File: config.mk
export PLATFORM = sky130hd
export DESIGN_NAME = uart_pattern_matcher
export DESIGN_NICKNAME = d
export VERILOG_FILES = /design/src/rtl/uart_pattern_matcher.sv
export SDC_FILE = /design/constraint.sdc
export NUM_CORES = 1
export LEC_CHECK = 0
export CORE_MARGIN = 3
export CORE_UTILIZATION = 40
export CTS_BUF_LIST = sky130_fd_sc_hd__clkbuf_8
export CTS_CLUSTER_DIAMETER = 50
export DETAILED_ROUTE_END_ITERATION = 7
export PLACE_DENSITY = 0.63
export SKIP_CTS_REPAIR_TIMING = 1
export SYNTH_ARGS = -nofsm -noshare
export SYNTH_HDL_FRONTEND = slang
export SYNTH_SLANG_ARGS = --single-unit
File: constraint.sdc
create_clock -name sys_clk -period 3.43 [get_ports sys_clk]
set_input_delay 0.343 -clock sys_clk [delete_from_list [all_inputs] [get_ports sys_clk]]
set_output_delay 0.343 -clock sys_clk [all_outputs]
set_load 0.01 [all_outputs]
File: src/rtl/uart_pattern_matcher.sv
// uart_pattern_matcher
//   Compares the most recent received UART bytes against a runtime-programmable
//   byte pattern. Overlapping occurrences are all reported. Every match produces
//   a one-cycle pulse and advances a saturating match counter.
//
// Ports
//   sys_clk      : system clock; all state changes on the rising edge
//   reset        : synchronous, active-low reset
//   data_in      : received byte (from uart_sampler data_out)
//   data_valid   : one-cycle strobe that qualifies data_in
//   pat_wr_en    : write one pattern byte this cycle
//   pat_wr_addr  : pattern byte index (0 = first byte seen on the line)
//   pat_wr_data  : pattern byte value
//   pat_len      : active pattern length (1..MAX_LEN enables matching)
//   clear_cnt    : zero match_count
//   match        : registered one-cycle pulse when the pattern completes
//   match_count  : saturating count of matches since reset/clear
//   fill         : bytes in the window since the last flush (saturates at MAX_LEN)
module uart_pattern_matcher #(
  parameter  int MAX_LEN = 8,
  parameter  int LEN_W   = 4,
  parameter  int CNT_W   = 16,
  localparam int ADDR_W  = (MAX_LEN > 1) ? $clog2(MAX_LEN) : 1
) (
  input  logic              sys_clk,
  input  logic              reset,
  input  logic [7:0]        data_in,
  input  logic              data_valid,
  input  logic              pat_wr_en,
  input  logic [ADDR_W-1:0] pat_wr_addr,
  input  logic [7:0]        pat_wr_data,
  input  logic [LEN_W-1:0]  pat_len,
  input  logic              clear_cnt,
  output logic              match,
  output logic [CNT_W-1:0]  match_count,
  output logic [LEN_W-1:0]  fill
);

  // When the address field can only encode legal indices, no range check is needed.
  localparam bit ADDR_ALWAYS_OK = ((2 ** ADDR_W) <= MAX_LEN);

  logic [7:0]       win      [MAX_LEN];
  logic [7:0]       pattern  [MAX_LEN];
  logic [7:0]       win_next [MAX_LEN];
  logic [LEN_W-1:0] fill_next;
  logic [CNT_W-1:0] cnt_next;
  logic [ADDR_W-1:0] idx;
  logic             pat_wr_ok;
  logic             enabled;
  logic             hit;

  // NOTE: every variable gets a default at the top of the block so no path
  // leaves it unassigned; otherwise synthesis infers a latch.
  always_comb begin
    win_next  = win;
    fill_next = fill;
    cnt_next  = match_count;
    idx       = '0;
    pat_wr_ok = pat_wr_en && (ADDR_ALWAYS_OK || (int'(pat_wr_addr) < MAX_LEN));
    enabled   = (pat_len != '0) && (int'(pat_len) <= MAX_LEN);

    // Window after the current byte: win_next[0] is the newest byte.
    if (data_valid) begin
      win_next[0] = data_in;
      for (int k = 1; k < MAX_LEN; k++) win_next[k] = win[k-1];
    end

    // A pattern write flushes the window; a byte arriving in the same cycle
    // still counts as the first byte after the flush.
    if (pat_wr_ok)
      fill_next = data_valid ? LEN_W'(1) : '0;
    else if (data_valid && (int'(fill) < MAX_LEN))
      fill_next = fill + LEN_W'(1);

    // Newest byte lines up with the last pattern byte. Compares use the
    // stored pattern, so a write this cycle only takes effect next cycle.
    hit = data_valid && enabled && (int'(fill_next) >= int'(pat_len));
    for (int k = 0; k < MAX_LEN; k++) begin
      if (k < int'(pat_len)) begin
        idx = ADDR_W'(int'(pat_len) - 1 - k);
        if (win_next[k] != pattern[idx]) hit = 1'b0;
      end
    end

    if (clear_cnt)
      cnt_next = hit ? CNT_W'(1) : '0;
    else if (hit && (match_count != {CNT_W{1'b1}}))
      cnt_next = match_count + CNT_W'(1);
  end

  // NOTE: sequential state uses non-blocking assignments so every register
  // samples the pre-edge values regardless of statement order.
  always_ff @(posedge sys_clk) begin
    if (!reset) begin
      // NOTE: the window and pattern arrays are reset on purpose: a stale
      // pattern or window must never produce a match after reset.
      for (int k = 0; k < MAX_LEN; k++) begin
        win[k]     <= '0;
        pattern[k] <= '0;
      end
      fill        <= '0;
      match       <= 1'b0;
      match_count <= '0;
    end else begin
      win <= win_next;
      if (pat_wr_ok) pattern[pat_wr_addr] <= pat_wr_data;
      fill        <= fill_next;
      match       <= hit;
      match_count <= cnt_next;
    end
  end

endmodule

Word level (Yosys, flattened, before mapping)
Memory sizes are Yosys's and may differ from the RTL's.
Cells that the tools add are included.
- memory bits (read-only): 0
- memories: 1
- output and inout port bits: 21
- flip-flop bits (word level): 85
- memory bits (writable): 64
- input bits: 28
- latch bits: 0
- reduce and logical (&&, ||, !) cells: 8
- multiply operators: 0
- order comparisons: 11
- shifts and indexed selects: 0
- divide/modulo/power cells: 0
- add/subtract/negate cells: 10
- multiplexer cells: 30
- equal/unequal tests: 9
- bitwise logic cells: 0
- memories (name ; words ; bits a word ; read ports ; clocked after memory_dff ; wr ports ; RTL line ; text):
    pattern ; 8 ; 8 ; 8 ; 0 ; 8 ; 43 ; logic [7:0] pattern [MAX_LEN];
- operators by type and width (cell ; count):
    2-to-1 mux 64 bit ; 1
    inequality test 8 bit ; 8
    2-to-1 mux 16 bit ; 2
    2-to-1 mux 1 bit ; 23
    adder 16 x 1 -> 16 bit, second input constant ; 1
    less-than comparator 3 x 4 -> 1 bit, first input constant ; 4
    inequality test 16 bit, second input constant ; 1
    subtractor 3 bit, second input constant ; 4
    less-than comparator 1 x 4 -> 1 bit, first input constant ; 2
    less-than comparator 2 x 4 -> 1 bit, first input constant ; 2
    2-to-1 mux 4 bit ; 2
    2-to-1 mux 8 bit ; 1
    OR reduction 8 bit ; 1
    subtractor 3 x 1 -> 3 bit, second input constant ; 2
    subtractor 3 x 2 -> 3 bit, second input constant ; 2
    logical AND 1 bit ; 5
    adder 4 x 1 -> 4 bit, second input constant ; 1
    greater-or-equal comparator 4 bit ; 1
    less-or-equal comparator 4 bit, second input constant ; 1
    less-than comparator 4 bit, second input constant ; 1
    nonzero test 4 bit ; 1
    2-to-1 mux 3 bit ; 1
    nonzero test 2 bit ; 1

Depth between registers and ports, before layout
Gate-level depths: netlist of run 1.
- depth in word-level cells: 25
- mapped depth: 20
- depth with buffers taken out: 13

Worst setup path before layout of run 1
Ideal clock, no wire load.
- kind: input to register
- start point: input pat_len[0]
- end point: register match_count[12]
- data arrival time: 3636 ps
- setup slack: -277 ps
- stages: 18
- setup time: 70 ps
- path buffers: 7
- required time: 3360 ps
- cell sequence: buf_6 buf_6 inv_4 buf_2 ha_1 buf_2 buf_4 buf_4 mux2i_1 mux2i_1 a32oi_1 nand4_1 a2111oi_2 o2111a_1 o211ai_2 buf_6 or3_1 a21oi_1
- word-level cells in the longest chain between the ends: 22
- elaborated cells between the ends (all ways): 49
- classes of those cells: add/sub: 8; order compare: 10; eq/ne: 8; mux: 16; reduce/logical: 6; memory: 1
- RTL lines (item ; RTL line ; text):
    start, declared ; 32 ; input logic [LEN_W-1:0] pat_len,
    branches (longest 19 deep; another with memory (8 x 8 bit)) ; - ;
    2-to-1 mux 1 bit * ; 79 ; if (k < int'(pat_len)) begin
    logical AND 1 bit * ; 87 ; else if (hit && (match_count != {CNT_W{1'b1}}))
    nonzero test 2 bit (no source line) * ; - ;
    end signal, assigned ; 109 ; match_count <= cnt_next;
    end, declared ; 35 ; output logic [CNT_W-1:0] match_count,
Mark *: on every way between the ends.
A chain may end at the register's enable or synchronous reset.

Worst setup path after layout of run 1
- start point: input pat_len[2]
- end point: register match_count[14]
Same word-level chain as after synthesis.

==> results by group, run 1 <==
Die
  – Num ports: 49
  – Die area: 0.02517 mm²
  – Die Wd: roughly 160 µm
  – Cell Rows: 55
  – Initial Util: a little over 40%
  – Core area: between 0.02 and 0.025 mm²
  – Die Span Y: between 150 and 200 µm

Timing
  – Setup violations, final: 0
  – Final Skew: 14.21 ps
  – Setup TNS Final: 0 ps
  – Final Cycle Share: 94.26%
  – FMAX: 0.3093 GHz
  – Max Slew Vio Count: 0
  – Worst slew pin tran: 719.3 ps
  – Final hold vios: 0
  – RSZ-0062 raised after global routing: false
  – Slew headroom: a little over half
  – Tmin final: ~3200 ps
  – PnR worst setup slack: 196.8 ps

Yosys
  – Avg Cell Area, Syn: 11.19 µm²
  – Top_reg_cell synth: dfxtp_1
  – Area contributors post-synth: edfxtp_1, mux2i_1, dfxtp_1
  – Async set or reset register ratio after synthesis: 0%
  – Sequential cell area fraction in the yosys report: 38.88%
  – Ys Warns: 0
  – Cell taking the most area after synthesis: edfxtp_1
  – Synth Instances: 833
  – Synthesized Nets: 870
  – Synthesized area: a little over 0.009 mm²
  – Count of cell types in the netlist: 61
  – Top cell type's share of synthesized area: about 21%
  – EDFF count, synth: between 60 and 70
  – Seq cells post-synth: about 150

Critical path
  – Critical path launch point type: primary input
  – WP data arrival: between 3000 and 4000 ps
  – FF-to-FF path depth: 11
  – R2R Path End: match_count[14]
  – Critical setup path kind: primary input to flop
  – Crit-path max FO: 12
  – CP required: about 3800 ps
  – Crit. Startpoint: pat_len[2]
  – Crit. End Element: flop
  – Reg2reg setup slack: ~270 ps
  – Critical path capture point: match_count[14]
  – Worst r2r src: pattern[1][5]

Hold path
  – Min-delay worst type: primary input to flop

Drt
  – Vias: between 6,000 and 7,000
  – Routed Antenna Nets: 0
  – DR vias/cell: approximately 5.4
  – Drt pass-1 iters: 6
  – Final wirelength: 25,610 µm
  – DRC: 0
  – Per-cell routed wire length: 20.02 µm
  – Initial DRC Count: around 460

GRT
  – Largest net degree at the start of global routing: 67
  – Global-route wire length before repair: between 30,000 and 40,000 µm
  – Initial antenna violation count: 0
  – Overflow after GRT: 0
  – GRT Overall Usage: roughly 21%
  – Vias in the first global route: between 6,000 and 7,000

Cells and area
  – Area Overhead vs Synth: 20.93%
  – Share of layout cells above drive strength 1: between 20% and 30%
  – Most common cell after layout, fill and taps aside: mux2i_1
  – Storage cell area: around 0.0036 mm²
  – N_diodes: 0
  – Multi-input combinational cell area: around 0.0054 mm²
  – Most frequent cells in the layout: mux2i_1, buf_4, dfxtp_1, nor2_1, and2_1
  – Fillers: approximately 2,100
  – Final net count: slightly below 1,000
  – Final instance area: 0.01127 mm²

Clocking
  – Reg clk slew, reported paths: ~90 ps
  – CTS Buf Count: 17
  – CTS tree: built
  – Clock Sinks: ~150
  – Skew-Pair Late Insertion Delay: roughly 460 ps
  – Root Driver: clkbuf_8
  – H-tree depth: 4
  – CTS max path bufs: 2

Run status
  – Status: complete, no violations

Placed design
  – GP Congestion: between 0.9 and 1
  – Final HPWL DP: a little over 20,000 µm
  – Placed Area: 0.01073 mm²
  – Post-Place Setup Slack: -589.9 ps
  – Number of port buffers: between 40 and 50

Job
  – Max-cap violations: 0

Power and ir drop
  – Leakage power: 4.475 nW
  – Max rail drop VDD: roughly 0.28 mV
  – Power Density: just over 400 mW/mm²
[per-stage QoR]
stage | total power, W | hold slack [ps] | cells | util (%)
global route | 0.004810 | 443.7 | 1279 | 49.48
floorplan | 0.002761 | 460.1 | 833 | -
CTS | 0.004610 | 410.6 | 1275 | 48.98
detailed placement | 0.003163 | 492.4 | 1243 | 47.10
finish | 0.004630 | 438.3 | 1279 | 49.48
global placement | 0.003148 | 479.0 | 1243 | 47.10
[synth_stat cells, types with 4 or more instances]
library cell and n:
a21oi_1 18, a31oi_1 4, and2_1 69, and3_1 8
buf_2 13, buf_4 17, buf_6 6, clkbuf_1 10
dfxtp_1 85, edfxtp_1 64, ha_1 9, inv_1 9
mux2_1 6, mux2_2 7, mux2i_1 180, mux4_2 39
nand2_1 15, nand2b_1 6, nand3_1 17, nand4_1 10
nor2_1 81, nor3_1 10, nor4_1 4, o21ai_0 16
o21ai_1 8, or3_1 14, xnor2_1 39, xor2_1 20
[state kept, by name, indices dropped and copies added, names as in the netlist]
signal,cells
pattern,64
win,64
match_count,16
fill,4
match,1
[power breakdown]
part	leakage, nW	switching [W]	internal (W)	total (W)
combinational	2.95	0.000600	0.000586	0.00119
sequential	1.30	0.0000674	0.00191	0.00198
clock	0.226	0.000688	0.000779	0.00147
[kinds of logic (layout without fill, tap and decap cells)]
logic type / Yosys count / after routing / synth area share, %
buf+inv: 58 / 191 / 3.705
compound gates: 80 / 80 / 5.880
xor+xnor: 63 / 63 / 6.551
mux: 232 / 232 / 30.33
flops: 149 / 149 / 38.88
fa+ha+maj: 9 / 9 / 1.208
simple gates: 242 / 242 / 13.45
[routing by layer]
metal | share of wire [%] | track usage (%)
met1 | 49 | 31.43
met2 | 43 | 29.93
met3 | 5.5 | 3.126
met4 | 2.0 | 6.186
met5 | 0 | 0
[cell type report]
class	instances	share of cell area (%)
flip-flops and latches	149	32.15
repair buffers	149	11.85
inverters	10	0.4441
clock buffers	20	2.442
clock inverters	12	1.354
multi-input cells	626	48.29
well taps	313	3.475
[how the worst min path moves through the flow]
stage	slack (ps)	endpoint	startpoint	cells past startpoint
final	440	win[63]	data_valid	3
after global routing	440	win[63]	data_valid	3
after CTS	410	win[63]	data_valid	3
after detailed placement	490	win[56]	win[56]	2
after global placement	480	win[56]	win[56]	2
after floorplan	460	win[56]	win[56]	2
[worst max-delay path, cell delays in order]
cell and delay (ps):
clkdlybuf4s50_1 510, xor2_2 260, xnor2_4 460, buf_4 230
mux2i_1 260, xnor2_1 190, nand4_1 150, o32ai_1 150
o2111a_2 290, o211ai_4 120, buf_6 160, or3_1 350
a21oi_1 140
(Power assumes the default switching activity.)
==> run 2, diff against run 1 <==
GPL_ROUTABILITY_DRIVEN = 0   (was unset)
==> run 2 against run 1 <==
  * First-iteration DRC count up 21%
  * Final area grew 0.65%
  * Register-to-register slack improved by 80 ps
  * Via count up 2.0%
  * Count of clock-buffer cells in the layout down 1
  * Setup slack got worse by 79 ps
  * Sequential share of layout area decreased by 0.21 points
==> results by group, run 2 (synthesis gave the netlist of run 1 again) <==
Critical path
  – Crit path max-delay cell type: mux4_2 (was clkdlybuf4s50_1)
  – Worst-path cell chain: clkdlybuf4s50_1, buf_4, xnor2_4, mux4_2, and2_1, a211o_1, nand4_1, a2111oi_4, o2111a_1, o211ai_2, buf_12, buf_4, mux2i_1, nor2_1 (was clkdlybuf4s50_1, xor2_2, xnor2_4, buf_4, mux2i_1, xnor2_1, nand4_1, o32ai_1, o2111a_2, o211ai_4, buf_6, or3_1, a21oi_1)
  – Crit. End Element: flop (unchanged)
  – Crit path largest cell delay: 540 ps (was 510 ps)
  – Crit-path max FO: 28 (was 12)
  – Delay-heaviest family, CP: buffers and inverters (was XOR/XNOR gates)
  – Most used cell, CP: buf_4
  – WP buf/inv: 4 (was 3)
  – Crit. Startpoint: pat_len[2] (unchanged)
  – Worst r2r src: pattern[7][5] (was pattern[1][5])
  – WP data arrival: 3640 ps (was 3620 ps)
  – Critical path launch point type: primary input (unchanged)
  – Critical setup path kind: primary input to flop (unchanged)
  – CP required: 3760 ps (was 3820 ps)

Timing
  – Slew headroom: 49.92% (was 52.04%)
  – Setup violations, final: 0 (unchanged)
  – Final hold vios: 0 (unchanged)
  – Final Skew: 14.29 ps (was 14.21 ps)
  – Setup TNS Final: 0 ps (unchanged)
  – Max Slew Vio Count: 0 (unchanged)
  – Tmin final: 3312 ps (was 3233 ps)
  – Final Cycle Share: 96.57% (was 94.26%)
  – PnR worst setup slack: 117.5 ps (was 196.8 ps)
  – FMAX: 0.3019 GHz (was 0.3093 GHz)
  – RSZ-0062 raised after global routing: false (unchanged)
  – Worst slew pin tran: 751.2 ps (was 719.3 ps)

GRT
  – Global-route wire length before repair: 38,080 µm (was 38,620 µm)
  – Overflow after GRT: 0 (unchanged)
  – Largest net degree at the start of global routing: 67 (unchanged)
  – Initial antenna violation count: 0 (unchanged)
  – GRT Overall Usage: 20.26% (was 20.54%)
  – Vias in the first global route: 6,505 (was 6,621)

Placed design
  – Final HPWL DP: 20,070 µm (was 20,380 µm)
  – Post-Place Setup Slack: -601.9 ps (was -589.9 ps)
  – Placed Area: 0.01072 mm² (was 0.01073 mm²)
  – Number of port buffers: 48 (unchanged)
  – Placed Cells: 1,242 (was 1,243)

Cells and area
  – N_diodes: 0 (unchanged)
  – Final net count: 991 (was 990)
  – Share of layout cells above drive strength 1: 22.34% (was 21.43%)
  – Top flop regs: pattern x64, win x64, match_count x16 (unchanged)
  – Storage cell area: 0.003623 mm² (unchanged)
  – Final instance area: 0.01134 mm² (was 0.01127 mm²)
  – Non-Filler Instances: 1,280 (was 1,279)
  – Most common cell after layout, fill and taps aside: mux2i_1 (unchanged)
  – Area Overhead vs Synth: 21.72% (was 20.93%)
  – Fillers: 2,081 (was 2,098)
  – Most frequent cells in the layout: mux2i_1, buf_4, dfxtp_1, nor2_1, and2_1 (unchanged)
  – Final Util: 49.81% (was 49.48%)
  – Multi-input combinational cell area: 0.005490 mm² (was 0.005443 mm²)

Clocking
  – H-tree depth: 4 (unchanged)
  – Root Driver: clkbuf_8 (unchanged)
  – Skew-Pair Late Insertion Delay: 460 ps (about the same)
  – CTS Buf Count: 17 (unchanged)
  – Clock Sinks: 149 (unchanged)
  – CTS tree: built (unchanged)
  – Reg clk slew, reported paths: 90 ps (about the same)
  – CTS max path bufs: 2 (unchanged)

Die
  – Die area: 0.02517 mm² (unchanged)
  – Num ports: 49 (unchanged)
  – Core area: 0.02278 mm² (unchanged)
  – Initial Util: 40.92% (unchanged)
  – Cell Rows: 55 (unchanged)
  – Die Wd: 158.6 µm (unchanged)
  – Die Span Y: 158.6 µm (unchanged)

Power and ir drop
  – Power Density: 417.6 mW/mm² (was 410.8 mW/mm²)
  – Max rail drop VDD: 0.3553 mV (was 0.2774 mV)
  – Leakage power: 4.493 nW (was 4.475 nW)

Drt
  – Final wirelength: 25,520 µm (was 25,610 µm)
  – Drt pass-1 iters: 5 (was 6)
  – DR vias/cell: 5.526 (was 5.419)
  – Routed Antenna Nets: 0 (unchanged)
  – Per-cell routed wire length: 19.94 µm (was 20.02 µm)
  – Initial DRC Count: 561 (was 464)
  – Vias: 7,073 (was 6,931)
  – DRC: 0 (unchanged)

Hold path
  – Min-delay src: data_valid (unchanged)
  – Min-delay worst type: primary input to flop (unchanged)

Job
  – Max-cap violations: 0 (unchanged)

Run status
  – Status: complete, no violations (unchanged)
-- run 2: cell count changes in the layout (fill, tap and decap cells not counted), sizes merged --
cell and delta:
clkbuf -1, clkinv -1, clkinvlp +1, buf +1, bufinv +1
-- run 2: metrics by stage --
| stage | hold slack (ps) | total power (W) |
|---|---|---|
| floorplan | 460.1 | 0.002761 |
| global placement | 480.0 | 0.003164 |
| finish | 398.8 | 0.004738 |
| global route | 403.8 | 0.004921 |
| CTS | 384.9 | 0.004687 |
| detailed placement | 484.2 | 0.003174 |
-- run 2: cell type report --
type / count / share of cell area, %
Sequential cell: 149 / 31.94
Multi-Input combinational cell: 626 / 48.40
Clock inverter: 13 / 1.599
Tap cell: 313 / 3.452
Timing Repair Buffer: 150 / 11.87
Clock buffer: 19 / 2.305
Inverter: 10 / 0.4412
-- run 2: metal layers --
layer | wire, µm | global-route usage [%] | up-vias
li1 | - | - | 3325
met1 | 12390 | 31.13 | 3455
met2 | 11120 | 29.38 | 258
met3 | 1547 | 3.588 | 35
met4 | 456 | 5.326 | 0
met5 | 0 | 0 | -
-- run 2: worst register-to-register path, cell delays in order, from the launching register on --
cell      delay, ps
edfxtp_1        520
mux4_2          520
mux2i_1         200
xnor2_1         210
nand4_1         180
nor2_2          130
and3_1          160
o2111a_2        240
o211ai_2        120
buf_12          180
or4_1           400
a21oi_1         140
-- run 2: power breakdown --
| part | switching, W | total, W | internal, W |
|---|---|---|---|
| logic | 0.000616 | 0.00123 | 0.000618 |
| clock network | 0.000694 | 0.00152 | 0.000831 |
| registers | 0.0000687 | 0.00198 | 0.00191 |
-- run 2: worst paths after layout --
kind | to | slack (ps) | depth (start not counted)
worst max-delay path | match_count[1] | 120 | 14
worst min-delay path | win[45] | 400 | 3
worst max register to register | match_count[8] | 350 | 11
worst min register to register | match_count[8] | 500 | 2
==> run 3, diff against run 2 <==
REMOVE_ABC_BUFFERS = 1   (was unset)
==> run 3 against run 2 <==
  * Sequential power hardly changed
  * Die area is the same
  * Clock power shrank 18%
==> results by group, run 3 (synthesis gave the netlist of run 1 again) <==
Timing
  – Setup violations, final: 0 (unchanged)
  – FMAX: 0.3029 GHz (was 0.3019 GHz)
  – Final Skew: 7.313 ps (was 14.29 ps)
  – Slew headroom: 52.67% (was 49.92%)
  – Tmin final: 3301 ps (was 3312 ps)
  – Final Cycle Share: 96.24% (was 96.57%)
  – Max Slew Vio Count: 0 (unchanged)
  – Final hold vios: 0 (unchanged)
  – RSZ-0062 raised after global routing: false (unchanged)
  – Worst slew pin tran: 709.9 ps (was 751.2 ps)

Cells and area
  – Final Util: 48.38% (was 49.81%)
  – Fillers: 2,076 (was 2,081)
  – Final net count: 974 (was 991)
  – Most common cell after layout, fill and taps aside: mux2i_1 (unchanged)
  – Most frequent cells in the layout: mux2i_1, dfxtp_1, nor2_1, buf_4, and2_1 (was mux2i_1, buf_4, dfxtp_1, nor2_1, and2_1)
  – N_diodes: 0 (unchanged)
  – Top flop regs: pattern x64, win x64, match_count x16 (unchanged)
  – Share of layout cells above drive strength 1: 19.16% (was 22.34%)
  – Non-Filler Instances: 1,263 (was 1,280)
  – Area Overhead vs Synth: 18.24% (was 21.72%)

Power and ir drop
  – Design Power: 0.004358 W (was 0.004738 W)
  – Power Density: 395.4 mW/mm² (was 417.6 mW/mm²)
  – Leakage power: 4.372 nW (was 4.493 nW)
  – Max rail drop VDD: 0.1825 mV (was 0.3553 mV)

GRT
  – Initial antenna violation count: 0 (unchanged)
  – Met3 Usage GRT: 2.310% (was 3.588%)
  – Largest net degree at the start of global routing: 67 (unchanged)
  – Overflow after GRT: 0 (unchanged)
  – GR Util met1: 29.33% (was 31.13%)
  – Layer carrying the most global-route usage: met2 (was met1)
  – Met2 GRT Util: 30.07% (was 29.38%)
  – Global-route wire length before repair: 37,620 µm (was 38,080 µm)
  – Vias in the first global route: 6,516 (was 6,505)
  – GRT Overall Usage: 19.82% (was 20.26%)

Job
  – Max-cap violations: 0 (unchanged)

Drt
  – Vias: 6,817 (was 7,073)
  – Final wirelength: 24,500 µm (was 25,520 µm)
  – Drt pass-1 iters: 6 (was 5)
  – DR vias/cell: 5.397 (was 5.526)
  – Per-cell routed wire length: 19.40 µm (was 19.94 µm)
  – Routed Antenna Nets: 0 (unchanged)
  – DRC: 0 (unchanged)
  – Initial DRC Count: 461 (was 561)

Die
  – Die area: 0.02517 mm² (unchanged)
  – Cell Rows: 55 (unchanged)
  – Num ports: 49 (unchanged)
  – Core area: 0.02278 mm² (unchanged)
  – Initial Util: 40.92% (unchanged)
  – Die Span Y: 158.6 µm (unchanged)
  – Die Wd: 158.6 µm (unchanged)

Critical path
  – Crit. Startpoint: pat_len[1] (was pat_len[2])
  – Crit path max-delay cell type: or4_1 (was mux4_2)
  – WP data arrival: 3680 ps (was 3640 ps)
  – Critical setup path kind: primary input to flop (unchanged)
  – Critical path launch point type: primary input (unchanged)
  – Crit-path max FO: 28 (unchanged)
  – Worst r2r src: pattern[6][6] (was pattern[7][5])
  – Crit. End Element: flop (unchanged)
  – Crit path largest cell delay: 400 ps (was 540 ps)
  – Worst-path cell chain: dlymetal6s2s_1, inv_2, ha_4, clkbuf_4, buf_4, mux2i_1, mux2_2, o21ai_0, a221oi_1, a31oi_1, a2111oi_4, o2111a_1, o211ai_2, buf_12, or4_1, a21oi_1 (was clkdlybuf4s50_1, buf_4, xnor2_4, mux4_2, and2_1, a211o_1, nand4_1, a2111oi_4, o2111a_1, o211ai_2, buf_12, buf_4, mux2i_1, nor2_1)
  – CP required: 3810 ps (was 3760 ps)

Clocking
  – H-tree depth: 4 (unchanged)
  – Skew-Pair Late Insertion Delay: 460 ps (about the same)
  – Root Driver: clkbuf_8 (unchanged)
  – CTS max path bufs: 2 (unchanged)
  – CTS tree: built (unchanged)
  – Clock Sinks: 149 (unchanged)
  – CTS Buf Count: 17 (unchanged)
  – Reg clk slew, reported paths: 80 ps (was 90 ps)

Hold path
  – Min-delay worst type: primary input to flop (unchanged)
  – Min-delay src: data_valid (unchanged)

Placed design
  – Placed Cells: 1,224 (was 1,242)
  – Number of port buffers: 48 (unchanged)
  – Final HPWL DP: 19,390 µm (was 20,070 µm)

Run status
  – Status: complete, no violations (unchanged)
## run 3: worst max-delay path: cells and delay by family
family | cells | cell delay [ps]
mux | 2 | 420
compound gates | 7 | 1510
simple gates | 1 | 400
fa+ha+maj | 1 | 290
buf+inv | 5 | 710
## run 3: layout make-up
class	instances	area (µm²)	area share, %
flip-flops and latches	149	3623	32.88
inverters	10	40.04	0.3633
multi-input cells	626	5408	49.07
clock buffers	17	234.0	2.123
clock inverters	15	117.6	1.067
well taps	313	391.6	3.554
repair buffers	133	1206	10.94
## run 3: metrics by stage
stage / setup slack, ps / hold slack, ps / setup TNS (ps) / cell area, µm²
6_report: 129.1 / 423.0 / 0 / 11020
5_1_grt: 10.37 / 446.5 / 0 / 11020
4_1_cts: -396.4 / 388.1 / -4704 / 10890
3_5_place_dp: -873.4 / 484.8 / -12670 / 10540
3_3_place_gp: -789.3 / 476.1 / -11270 / 10540
2_1_floorplan: -2194 / 422.3 / -35130 / 9015
## run 3: final timing paths
path	cells after the start	slack, ps	to
max	16	130	match_count[8]
min	3	420	win[28]
max reg2reg	11	390	match_count[8]
min reg2reg	2	500	win[58]
## run 3: routing by layer
metal / share of wire, % / up-vias / wire length [µm]
met4: 2.9 / 0 / 714
met1: 47 / 3303 / 11500
met5: 0 / - / 0
met3: 4.8 / 37 / 1186
met2: 45 / 199 / 11100
li1: - / 3278 / -
## run 3: report_power, final
group | internal (W) | switching (W)
clock | 0.000561 | 0.000677
combinational | 0.000563 | 0.000580
sequential | 0.00191 | 0.0000658
